`src/rtl/mux_arb_pkg.sv`:
```
// Shared constants and types for the round-robin source arbiter and its picker.
package mux_arb_pkg;
    localparam int NUM_CH = 4;
    localparam int CH_W   = 2;
    localparam int CNT_W  = 16;

    typedef logic [CH_W-1:0] ch_idx_t;
endpackage

```
`src/rtl/mux4.sv`:
```
// Generic 4:1 data select used by the mux stage.
module mux4 #(
    parameter int W = 8
) (
    input  logic [W-1:0] d0,
    input  logic [W-1:0] d1,
    input  logic [W-1:0] d2,
    input  logic [W-1:0] d3,
    input  logic [1:0]   sel,
    output logic [W-1:0] y
);
    always_comb begin
        unique case (sel)
            2'd0:    y = d0;
            2'd1:    y = d1;
            2'd2:    y = d2;
            default: y = d3;
        endcase
    end
endmodule

```
`src/rtl/rr_pick4.sv`:
```
// Combinational rotating-priority picker: first requester at or after ptr wins.
module rr_pick4
    import mux_arb_pkg::*;
(
    input  logic [NUM_CH-1:0] req,
    input  ch_idx_t           ptr,
    output ch_idx_t           gnt_idx,
    output logic              gnt_any
);
    ch_idx_t idx;

    always_comb begin
        idx     = '0;
        gnt_idx = ptr;
        gnt_any = |req;
        // Walk from lowest priority to highest so the last hit is the winner.
        for (int k = NUM_CH - 1; k >= 0; k--) begin
            idx = ptr + ch_idx_t'(k);
            if (req[idx]) gnt_idx = idx;
        end
    end
endmodule

```
`src/rtl/rr_mux_arbiter.sv`:
```
// Round-robin 4-channel arbiter feeding a one-entry registered output stage.
// Define RR_MUX_ARB_STATS_EN to add saturating per-channel grant counters (grant_cnt).
module rr_mux_arbiter
    import mux_arb_pkg::*;
#(
    parameter int WIDTH = 8
) (
    input  logic                          clk,
    input  logic                          rst_n,
    input  logic [NUM_CH-1:0]             in_valid,
    output logic [NUM_CH-1:0]             in_ready,
    input  logic [WIDTH-1:0]              D0,
    input  logic [WIDTH-1:0]              D1,
    input  logic [WIDTH-1:0]              D2,
    input  logic [WIDTH-1:0]              D3,
    output logic                          out_valid,
    input  logic                          out_ready,
    output logic [WIDTH-1:0]              out_data,
    output logic [CH_W-1:0]               out_ch
`ifdef RR_MUX_ARB_STATS_EN
    ,
    output logic [NUM_CH-1:0][CNT_W-1:0]  grant_cnt
`endif
);
    ch_idx_t          ptr;
    ch_idx_t          gnt_idx;
    logic             gnt_any;
    logic             can_load;
    logic             accept;
    logic [WIDTH-1:0] sel_data;

    rr_pick4 u_pick (
        .req     (in_valid),
        .ptr     (ptr),
        .gnt_idx (gnt_idx),
        .gnt_any (gnt_any)
    );

    mux4 #(.W(WIDTH)) u_mux (
        .d0  (D0),
        .d1  (D1),
        .d2  (D2),
        .d3  (D3),
        .sel (gnt_idx),
        .y   (sel_data)
    );

    assign can_load = !out_valid || out_ready;
    assign accept   = can_load && gnt_any;

    // Gate with rst_n so no producer sees a handshake while reset is held.
    always_comb begin
        in_ready = '0;
        if (accept && rst_n) in_ready[gnt_idx] = 1'b1;
    end

    always_ff @(posedge clk or negedge rst_n) begin
        if (!rst_n) begin
            out_valid <= 1'b0;
            out_data  <= '0;
            out_ch    <= '0;
            ptr       <= '0;
        end else if (accept) begin
            out_valid <= 1'b1;
            out_data  <= sel_data;
            out_ch    <= gnt_idx;
            ptr       <= gnt_idx + ch_idx_t'(1);
        end else if (out_ready) begin
            out_valid <= 1'b0;
        end
    end

`ifdef RR_MUX_ARB_STATS_EN
    for (genvar i = 0; i < NUM_CH; i++) begin : g_cnt
        always_ff @(posedge clk or negedge rst_n) begin
            if (!rst_n)
                grant_cnt[i] <= '0;
            else if (accept && gnt_idx == ch_idx_t'(i) && grant_cnt[i] != '1)
                grant_cnt[i] <= grant_cnt[i] + 1'b1;
        end
    end
`endif
endmodule

```
`config.mk`:
```
export PLATFORM = sky130hd
export DESIGN_NAME = rr_mux_arbiter
export DESIGN_NICKNAME = d
export VERILOG_FILES = /design/src/rtl/mux_arb_pkg.sv /design/src/rtl/mux4.sv /design/src/rtl/rr_pick4.sv /design/src/rtl/rr_mux_arbiter.sv
export SDC_FILE = /design/constraint.sdc
export NUM_CORES = 1
export LEC_CHECK = 0
export ABC_AREA = 1
export ABC_CLOCK_PERIOD_IN_PS = 3400
export CORE_AREA = 2 2 67 53
export CTS_CLUSTER_SIZE = 16
export DETAILED_ROUTE_END_ITERATION = 16
export DIE_AREA = 0 0 69 55
export GPL_ROUTABILITY_DRIVEN = 0
export GPL_TIMING_DRIVEN = 0
export PLACE_DENSITY = 0.82
export SLEW_MARGIN = 20
export SYNTH_ARGS = -nofsm -noshare
export SYNTH_HDL_FRONTEND = slang
export SYNTH_SLANG_ARGS = --single-unit
```
`constraint.sdc`:
```
create_clock -name clk -period 3.4 [get_ports clk]
set_input_delay 0.85 -clock clk [delete_from_list [all_inputs] [get_ports clk]]
set_output_delay 0.85 -clock clk [all_outputs]
set_load 0.05 [all_outputs]
```
Yosys cells after proc, flatten, opt, wreduce, memory -nomap -nowiden
Index checks and enable logic that the tools add are counted.
Operators by class
  add/sub/neg operators: 4
  order comparisons: 6
  eq/ne operators: 2
  mux-type cells: 18
  reductions and logical operators: 8
Operators with widths (count)
  $pmux W8 S3: 1
  $lt A2 B3 Y1 const B: 5
  $bmux W1 S2: 4
  $mux W2: 4
  $mux W1: 7
  $add A2 B1 Y2 const B: 2
  $add A2 B2 Y2 const B: 2
  $mux W4: 1
  $reduce_or A4 Y1: 1
  $logic_and A1 B1 Y1: 3
  $demux W1 S2: 1
  $eq A2 B1 Y1 const B: 1
  $eq A2 B2 Y1 const B: 1
  $ge A2 B1 Y1 const B: 1
  $logic_not A2 Y1: 1
  $reduce_bool A2 Y1: 1
  $logic_not A1 Y1: 1
  $logic_or A1 B1 Y1: 1
Word-level totals
  register bits: 13
  input bits: 39
  output and inout port bits: 15
  logic and storage cells: 42

Logic depth before layout (Yosys ltp)
Gate-level depths: netlist of the first run.
  word-level depth: 12
  mapped depth: 17
  mapped depth without buffers: 16

By module
Synthesis of the first run repeated with hierarchy kept, for this count alone.
Second synthesis, totals
  cell total of the unflattened synthesis: 168
  area, all modules: 1096.1 um2
Modules (own cells, without submodules)
  rr_mux_arbiter: instances 1, cells an instance 71, area an instance 614.3 um2, sequential area each 325.3 um2
  mux4: instances 1, cells an instance 47, area an instance 264.0 um2, sequential area each 0.0 um2
  rr_pick4: instances 1, cells an instance 50, area an instance 217.7 um2, sequential area each 0.0 um2

Least setup slack after synthesis of the first run
No wires, ideal clock.
  path type: input port to output port
  start: input in_valid[1]
  end: output in_ready[2]
  arrival time: 2.614 ns
  required time: 2.550 ns
  slack: -0.064 ns
  cell stages on the path: 15
  path buffers: 1
  cell sequence: inv_1 > nand2_1 > nand3_1 > nand2_1 > inv_1 > nand2_1 > nand2_2 > nand2_2 > nand2_2 > nand2_4 > inv_1 > ha_1 > clkbuf_1 > inv_1 > nor2_1
On the way
  word-level cells in the longest chain between the ends: 11
Ends and longest elaborated chain
  start: declaration: line rr_mux_arbiter.sv:10  | input logic [NUM_CH-1:0] in_valid,
  $bmux W1 S2: line rr_pick4.sv:19  | if (req[idx]) gnt_idx = idx;
  $mux W1 (implied by the code): line rr_pick4.sv:19
  $mux W2 (3 in a row): line rr_pick4.sv:19
  $mux W2 *: line rr_pick4.sv:19
  via gnt_idx[0]: line rr_mux_arbiter.sv:26  | ch_idx_t gnt_idx;
  $lt A2 B3 Y1 (implied by the code) / $ge A2 B1 Y1 (equally long branches): line rr_mux_arbiter.sv:54  | if (accept && rst_n) in_ready[gnt_idx] = 1'b1;
  $logic_and A1 B1 Y1 (implied by the code): line rr_mux_arbiter.sv:54
  $mux W1 (implied by the code): line rr_mux_arbiter.sv:54
  $demux W1 S2 *: line rr_mux_arbiter.sv:54
  $mux W4 *: line rr_mux_arbiter.sv:54
  end: declaration: line rr_mux_arbiter.sv:11  | output logic [NUM_CH-1:0] in_ready,
Mark *: on every way through the listed nets, which the timed path passes. The rest lies on a longest branch. The select of a mux whose other input is x is not followed.

Final worst setup path of the first run
  start: input in_valid[0]
  end: output in_ready[3]
Same word-level chain as after synthesis.

==> results.sh, run 1 <==
export IMPL_clock_latency_ns=0.25
export IMPL_postLayoutCellArea_um2=1780
export IMPL_design_core_area_um2=3150
export IMPL_die_width_um=69
export IMPL_multi_input_area_um2=667
export IMPL_final_instance_count_excl_fill=259
export IMPL_ir_drop_mv=0.648
export IMPL_htreeDepth=1
export IMPL_place_inst=252
export IMPL_synth_nets=203
export IMPL_cp_max_fo=3
export IMPL_crit_type="input port to output port"
export IMPL_cts_inserted_buffers=3
export IMPL_antenna_cells=0
export IMPL_seqPwrFrac=0.136
export IMPL_fp_dieH_um=55
export IMPL_tightestPinTransition_ns=0.688
export IMPL_status="completed"
export IMPL_die_area_um2=3800
export IMPL_r2r_end="out_data[2]$_DFFE_PN0P_"
export IMPL_cts_clk_slew_worst_paths_ns=0.05
export IMPL_worstPathArrival_ns=2.40
export IMPL_timing_rr_start="ptr[0]$_DFFE_PN0P_"
export IMPL_p_total_mw=2.03
export IMPL_fin_crit_sh=0.955
export IMPL_ys_seq_area_frac=0.311
export IMPL_ys_warn_count=0
export IMPL_reg2reg_depth=15
export IMPL_avgSynthCellArea_um2=6.57
export IMPL_drt_total_wl_um=3340
export IMPL_nNetsFinal=264
export IMPL_grt_pass1_vias=1086
export IMPL_clock_sinks=13
export IMPL_wl_per_cell_um=12.9
export IMPL_min_path_type="register to register"
export IMPL_crit_path_start="in_valid[0]"
export IMPL_setup_viol_count_final=0
export IMPL_p_sw_mw=1.10
export IMPL_drive_gt1_frac=0.192
export IMPL_synth_seq_cells=13
export IMPL_p_clk_frac=0.071
export IMPL_critPathCaptureType="output port"
export IMPL_slew_headroom=0.541
export IMPL_grt_antenna_before_repair=0
export IMPL_finalHoldViolations=0
export IMPL_synthAdderAreaFrac=0.0599
export IMPL_timing_final_crit_period_ns=3.25
export IMPL_firstDrtPassIters=5
export IMPL_dp_hpwl_um=2360
export IMPL_io_pins=54
export IMPL_synth_top_family_by_area="simple AND/OR/NAND/NOR gates"
export IMPL_cap_violations=0
export IMPL_netSwitchingFraction=0.541
export IMPL_start_kind="input port"
export IMPL_clock_skew_ns=0.00369
export IMPL_p_leak_nw=0.858
export IMPL_synthSimpleGateAreaFrac=0.392
export IMPL_ant_nets=0
export IMPL_synth_top_area_frac=0.311
export IMPL_whs_ns=0.475
export IMPL_synth_area_top_cells="dfrtp_1, nand2_1, nand3_1"
export IMPL_power_frac_comb=0.794
export IMPL_post_synth_num_cell_types=21
export IMPL_port_buffers=53
export IMPL_area_delta_synth_final_pct=70.1
export IMPL_rows=18
export IMPL_viasPerCell=4.75
export IMPL_place_area_um2=1630
export IMPL_crit_required_ns=2.55
export IMPL_register_area_um2=325
export IMPL_via_count=1231
export IMPL_fill_cells=290
export IMPL_drc=0
export IMPL_synth_compound_area_frac=0.126
export IMPL_max_freq_mhz=308
export IMPL_grt_usage=0.167
export IMPL_slew_violations=0
export IMPL_grt_ovfl_total=0
export IMPL_p_per_area_nw_per_um2=1140
export IMPL_fin_util=0.563
export IMPL_synth_xor_area_frac=0
export IMPL_cts_tree="yes"
export IMPL_clk_path_buf_depth=2
export IMPL_synth_area_um2=1040
export IMPL_initial_core_util=0.331
export IMPL_muxShareOfSynthArea=0
export IMPL_r2r_slack_ns=0.71
export IMPL_synth_cells=159
export IMPL_internal_power_mw=0.931
export IMPL_first_iter_violations=30
export IMPL_grt_pass1_wl_um=4900
export IMPL_grt_max_degree=15
export IMPL_yosys_area_top_type="dfrtp_1"
export IMPL_cp_endpoint="in_ready[3]"
export IMPL_cts_root_buf="clkbuf_8"
cell usage in the layout (no fill, tap or decap), types with 4 or more instances in the layout:
master and count:
o211ai_1 8, inv_1 13, nand3_1 13, nor2_2 4
nand2_1 64, buf_6 7, a21oi_1 8, clkdlybuf4s50_1 44
inv_2 4, buf_4 6, dlygate4sd2_1 4, nand2_2 7
dfrtp_1 13
worst min-delay path by stage:
stage	from	depth (start not counted)	slack [ns]	end
after floorplan	rst_n	0	0.55	out_ch[0]$_DFFE_PN0P_
after global placement	out_data[1]$_DFFE_PN0P_	2	0.46	out_data[1]$_DFFE_PN0P_
after detailed placement	out_data[6]$_DFFE_PN0P_	2	0.47	out_data[6]$_DFFE_PN0P_
after CTS	out_data[6]$_DFFE_PN0P_	2	0.48	out_data[6]$_DFFE_PN0P_
after global routing	out_data[3]$_DFFE_PN0P_	2	0.51	out_data[3]$_DFFE_PN0P_
final	out_data[6]$_DFFE_PN0P_	2	0.48	out_data[6]$_DFFE_PN0P_
cell families after synthesis:
group / count (synthesis)
AND/OR/NAND/NOR: 94
buffers and inverters: 26
AO/OA/AOI/OAI: 21
flip-flops: 13
adder cells (fa/ha/maj): 5
metal layers:
layer / vias to the layer above / share of wire / wire [um] / global-route usage
li1: 625 / - / - / -
met1: 555 / 0.43 / 1450 / 0.204
met2: 43 / 0.49 / 1630 / 0.295
met3: 8 / 0.064 / 214 / 0.0471
met4: 0 / 0.017 / 56 / 0.0490
met5: - / 0 / 0 / 0
per-stage QoR:
step	worst slack, ns	setup TNS [ns]
after global placement	-1.04	-3.74
after CTS	0.0873	0
after detailed placement	-1.07	-3.80
after floorplan	0.141	0
after global routing	-0.00415	-0.00415
final	0.151	0
power groups by stage:
stage / combinational, mW / sequential, mW / clock, mW
4_1_cts: 1.58 / 0.272 / 0.143
2_1_floorplan: 0.795 / 0.469 / 0
5_1_grt: 1.76 / 0.286 / 0.153
3_3_place_gp: 1.33 / 0.271 / 0
6_report: 1.61 / 0.276 / 0.143
3_5_place_dp: 1.35 / 0.274 / 0
worst max-delay path: stages:
cell	delay, ns
dlygate4sd2_1	0.27
inv_1	0.07
nand2_1	0.09
nand3_2	0.09
nand2_1	0.05
o21bai_1	0.14
nand3_1	0.11
nand2_2	0.11
inv_2	0.12
ha_1	0.15
inv_1	0.05
nor2_2	0.12
buf_6	0.17
synth_stat cells (all sizes together):
library cell and number:
nand2 72, inv 18, nand3 16, dfrtp 13
a21oi 9, o211ai 8, ha 5, nor2 5
clkbuf 4, buf 3, o21ai 3, clkinv 1
nor4 1, o21bai 1
registers in the layout (all words and copies together) (netlist names):
name / cells
out_ch: 2
out_data: 8
out_valid: 1
ptr: 2
repair_timing:
action | CTS | global route
pin swaps | 3 | 1
resized for setup | 47 | 2
setup endpoints to repair | 4 | 4
setup buffers | 6 | 0
hold buffers | 0 | 0
layout make-up:
cell class                      count  area share
Inverter                           19      0.0415
Sequential cell                    13       0.183
Tap cell                           40      0.0282
Timing Repair Buffer               59       0.327
Clock buffer                        4      0.0254
Buffer                              4      0.0190
Multi-Input combinational cell    120       0.375
No activity file was read; power rests on OpenSTA's default activity.
==> run 2: changes to the inputs <==
==> constraint.sdc (replaced) <==
create_clock -name clk -period 3.4 [get_ports clk]
set_input_delay 0.34 -clock clk [delete_from_list [all_inputs] [get_ports clk]]
set_output_delay 0.34 -clock clk [all_outputs]
set_load 0.05 [all_outputs]
==> run 2 against run 1 <==
Compared with the run above: die area unchanged; core utilization decreased by 3.5 points; worst setup slack improved by 0.081 ns; largest cell class unchanged.
==> results.sh, run 2 (synthesis gave the netlist of run 1 again) <==
export IMPL_status="completed"
export IMPL_finalHoldViolations=0
export IMPL_fin_crit_sh=0.932
export IMPL_tightestPinTransition_ns=0.652
export IMPL_htreeDepth=1
export IMPL_antenna_cells=0
export IMPL_clock_sinks=13
export IMPL_cp_max_fo=9
export IMPL_first_iter_violations=89
export IMPL_nNetsFinal=261
export IMPL_ir_drop_mv=0.632
export IMPL_cts_inserted_buffers=3
export IMPL_p_leak_nw=0.816
export IMPL_slew_headroom=0.564
export IMPL_clk_path_buf_depth=2
export IMPL_grt_usage=0.150
export IMPL_p_total_mw=1.75
export IMPL_mostFrequentLayoutCell="nand2_1"
export IMPL_grt_max_degree=15
export IMPL_fin_util=0.529
export IMPL_largest_register="out_data"
export IMPL_place_inst=252
export IMPL_cts_root_buf="clkbuf_8"
export IMPL_crit_type="input port to output port"
export IMPL_grt_pass1_vias=1019
export IMPL_drt_total_wl_um=2830
export IMPL_port_buffers=53
export IMPL_via_count=1192
export IMPL_worstPathArrival_ns=2.83
export IMPL_reg_largest_list="out_data: 8 flops, out_ch: 2 flops, ptr: 2 flops"
export IMPL_crit_family="buffers and inverters"
export IMPL_setup_viol_count_final=0
export IMPL_final_instance_count_excl_fill=256
export IMPL_die_width_um=69
export IMPL_die_area_um2=3800
export IMPL_grt_pass1_wl_um=4510
export IMPL_rows=18
export IMPL_max_freq_mhz=316
export IMPL_slew_violations=0
export IMPL_cts_tree="yes"
export IMPL_fp_dieH_um=55
export IMPL_wl_per_cell_um=11.1
export IMPL_area_delta_synth_final_pct=59.5
export IMPL_firstDrtPassIters=4
export IMPL_grt_ovfl_total=0
export IMPL_critPathMostFrequentCell="inv_1"
export IMPL_holdBufCountCts=0
export IMPL_ant_nets=0
export IMPL_grt_antenna_before_repair=0
export IMPL_start_kind="input port"
export IMPL_crit_chain="clkdlybuf4s50_1 -> inv_1 -> o21ai_1 -> nand2_1 -> nand2_1 -> inv_1 -> nand2_2 -> nand2_2 -> nand2_2 -> nand2_4 -> inv_1 -> ha_1 -> clkbuf_1 -> inv_1 -> nor2_1 -> dlygate4sd2_1"
export IMPL_design_core_area_um2=3150
export IMPL_viasPerCell=4.66
export IMPL_cap_violations=0
export IMPL_drc=0
export IMPL_initial_core_util=0.331
export IMPL_critPathCaptureType="output port"
export IMPL_clock_latency_ns=0.25
export IMPL_io_pins=54
export IMPL_rsz0062_at_grt="false"
export IMPL_drive_gt1_frac=0.0833
export IMPL_cp_num_buf_inv=7
export IMPL_timing_final_crit_period_ns=3.17
export IMPL_crit_required_ns=3.06
export IMPL_largest_reg_flops=8
export IMPL_p_per_area_nw_per_um2=1050
export IMPL_cts_clk_slew_worst_paths_ns=0.05
export IMPL_cp_slowest_cell="dlygate4sd2_1"
export IMPL_clock_skew_ns=0.00433
export IMPL_min_path_type="register to register"
export IMPL_slowest_delay_ns=0.54
export IMPL_final_cell_mix="nand2_1, clkdlybuf4s50_1, inv_1"
export IMPL_dp_hpwl_um=2240
## run 2: cell types whose count changed in the layout (fill, tap and decap cells not counted), sizes merged
cell	delta
dlymetal6s2s	-1
dlygate4sd2	-1
buf	-10
clkdlybuf4s50	+6
clkbuf	+3
## run 2: stage by stage
step	TNS [ns]	area (um^2)	worst slack, ns	hold WS [ns]
after floorplan	0	1040	0.829	0.0444
after global placement	-0.0395	1630	-0.0337	0.462
after detailed placement	-0.0845	1630	-0.0423	0.465
after CTS	0	1670	0.222	0.482
after global routing	0	1670	0.00841	0.498
final	0	1670	0.232	0.480
## run 2: layout make-up
type	count	area (um^2)
inverters	19	71.3
flip-flops and latches	13	325
multi-input cells	120	603
well taps	40	50.0
plain buffers	7	45.0
clock buffers	4	45.0
fillers	324	1490
repair buffers	53	527
## run 2: path summary, 6_finish.rpt
kind | start | endpoint | slack [ns] | cells after the start
hold reg to reg | out_data[6]$_DFFE_PN0P_ | out_data[6]$_DFFE_PN0P_ | 0.48 | 2
hold / removal | out_data[6]$_DFFE_PN0P_ | out_data[6]$_DFFE_PN0P_ | 0.48 | 2
min in group asynchronous | rst_n | out_data[7]$_DFFE_PN0P_ | 0.50 | 1
setup reg to reg | ptr[0]$_DFFE_PN0P_ | out_data[1]$_DFFE_PN0P_ | 0.94 | 14
max in group asynchronous | rst_n | out_ch[1]$_DFFE_PN0P_ | 2.49 | 1
setup / recovery | in_valid[1] | in_ready[2] | 0.23 | 16
## run 2: tightest hold or removal path: cells and delay by family (launching register included)
kind             cells  cell delay [ns]
DFF                  1             0.34
and+or+nand+nor      2             0.10
## run 2: timing repair
item	CTS	global route
endpoints found under the setup margin	3	0
endpoints found under the hold margin	0	0
gates resized for setup	3	0
buffers inserted	0	0
## run 2: per-layer routing
metal / track usage / share of wire / up-vias
met4: 0.0294 / 0.0095 / 0
met3: 0.0417 / 0.053 / 4
li1: - / - / 621
met5: 0 / 0 / -
met1: 0.198 / 0.49 / 536
met2: 0.252 / 0.45 / 31
## run 2: report_power, final
part / switching (mW) / total, mW / internal (mW)
registers: 0.0426 / 0.272 / 0.229
logic: 0.875 / 1.34 / 0.464
clock network: 0.0580 / 0.141 / 0.0829
total: 0.975 / 1.75 / 0.776
==> run 3: changes to the inputs <==
Settings changed: ABC_CLOCK_PERIOD_IN_PS 3400 to 3450.
Clock period 3.4 ns to 3.45 ns, I/O delays scaled along.
==> results of run 3 <==
Same layout as run 2 (identical final DEF). Status: completed.
Main changes from that run: setup slack after placement -0.0423 ns -> -0.00228 ns; setup slack after layout 0.232 ns -> 0.272 ns; register-to-register setup slack 0.94 ns -> 0.99 ns; total power 1.75 mW -> 1.73 mW; worst IR drop on VDD 0.632 mV -> 0.623 mV
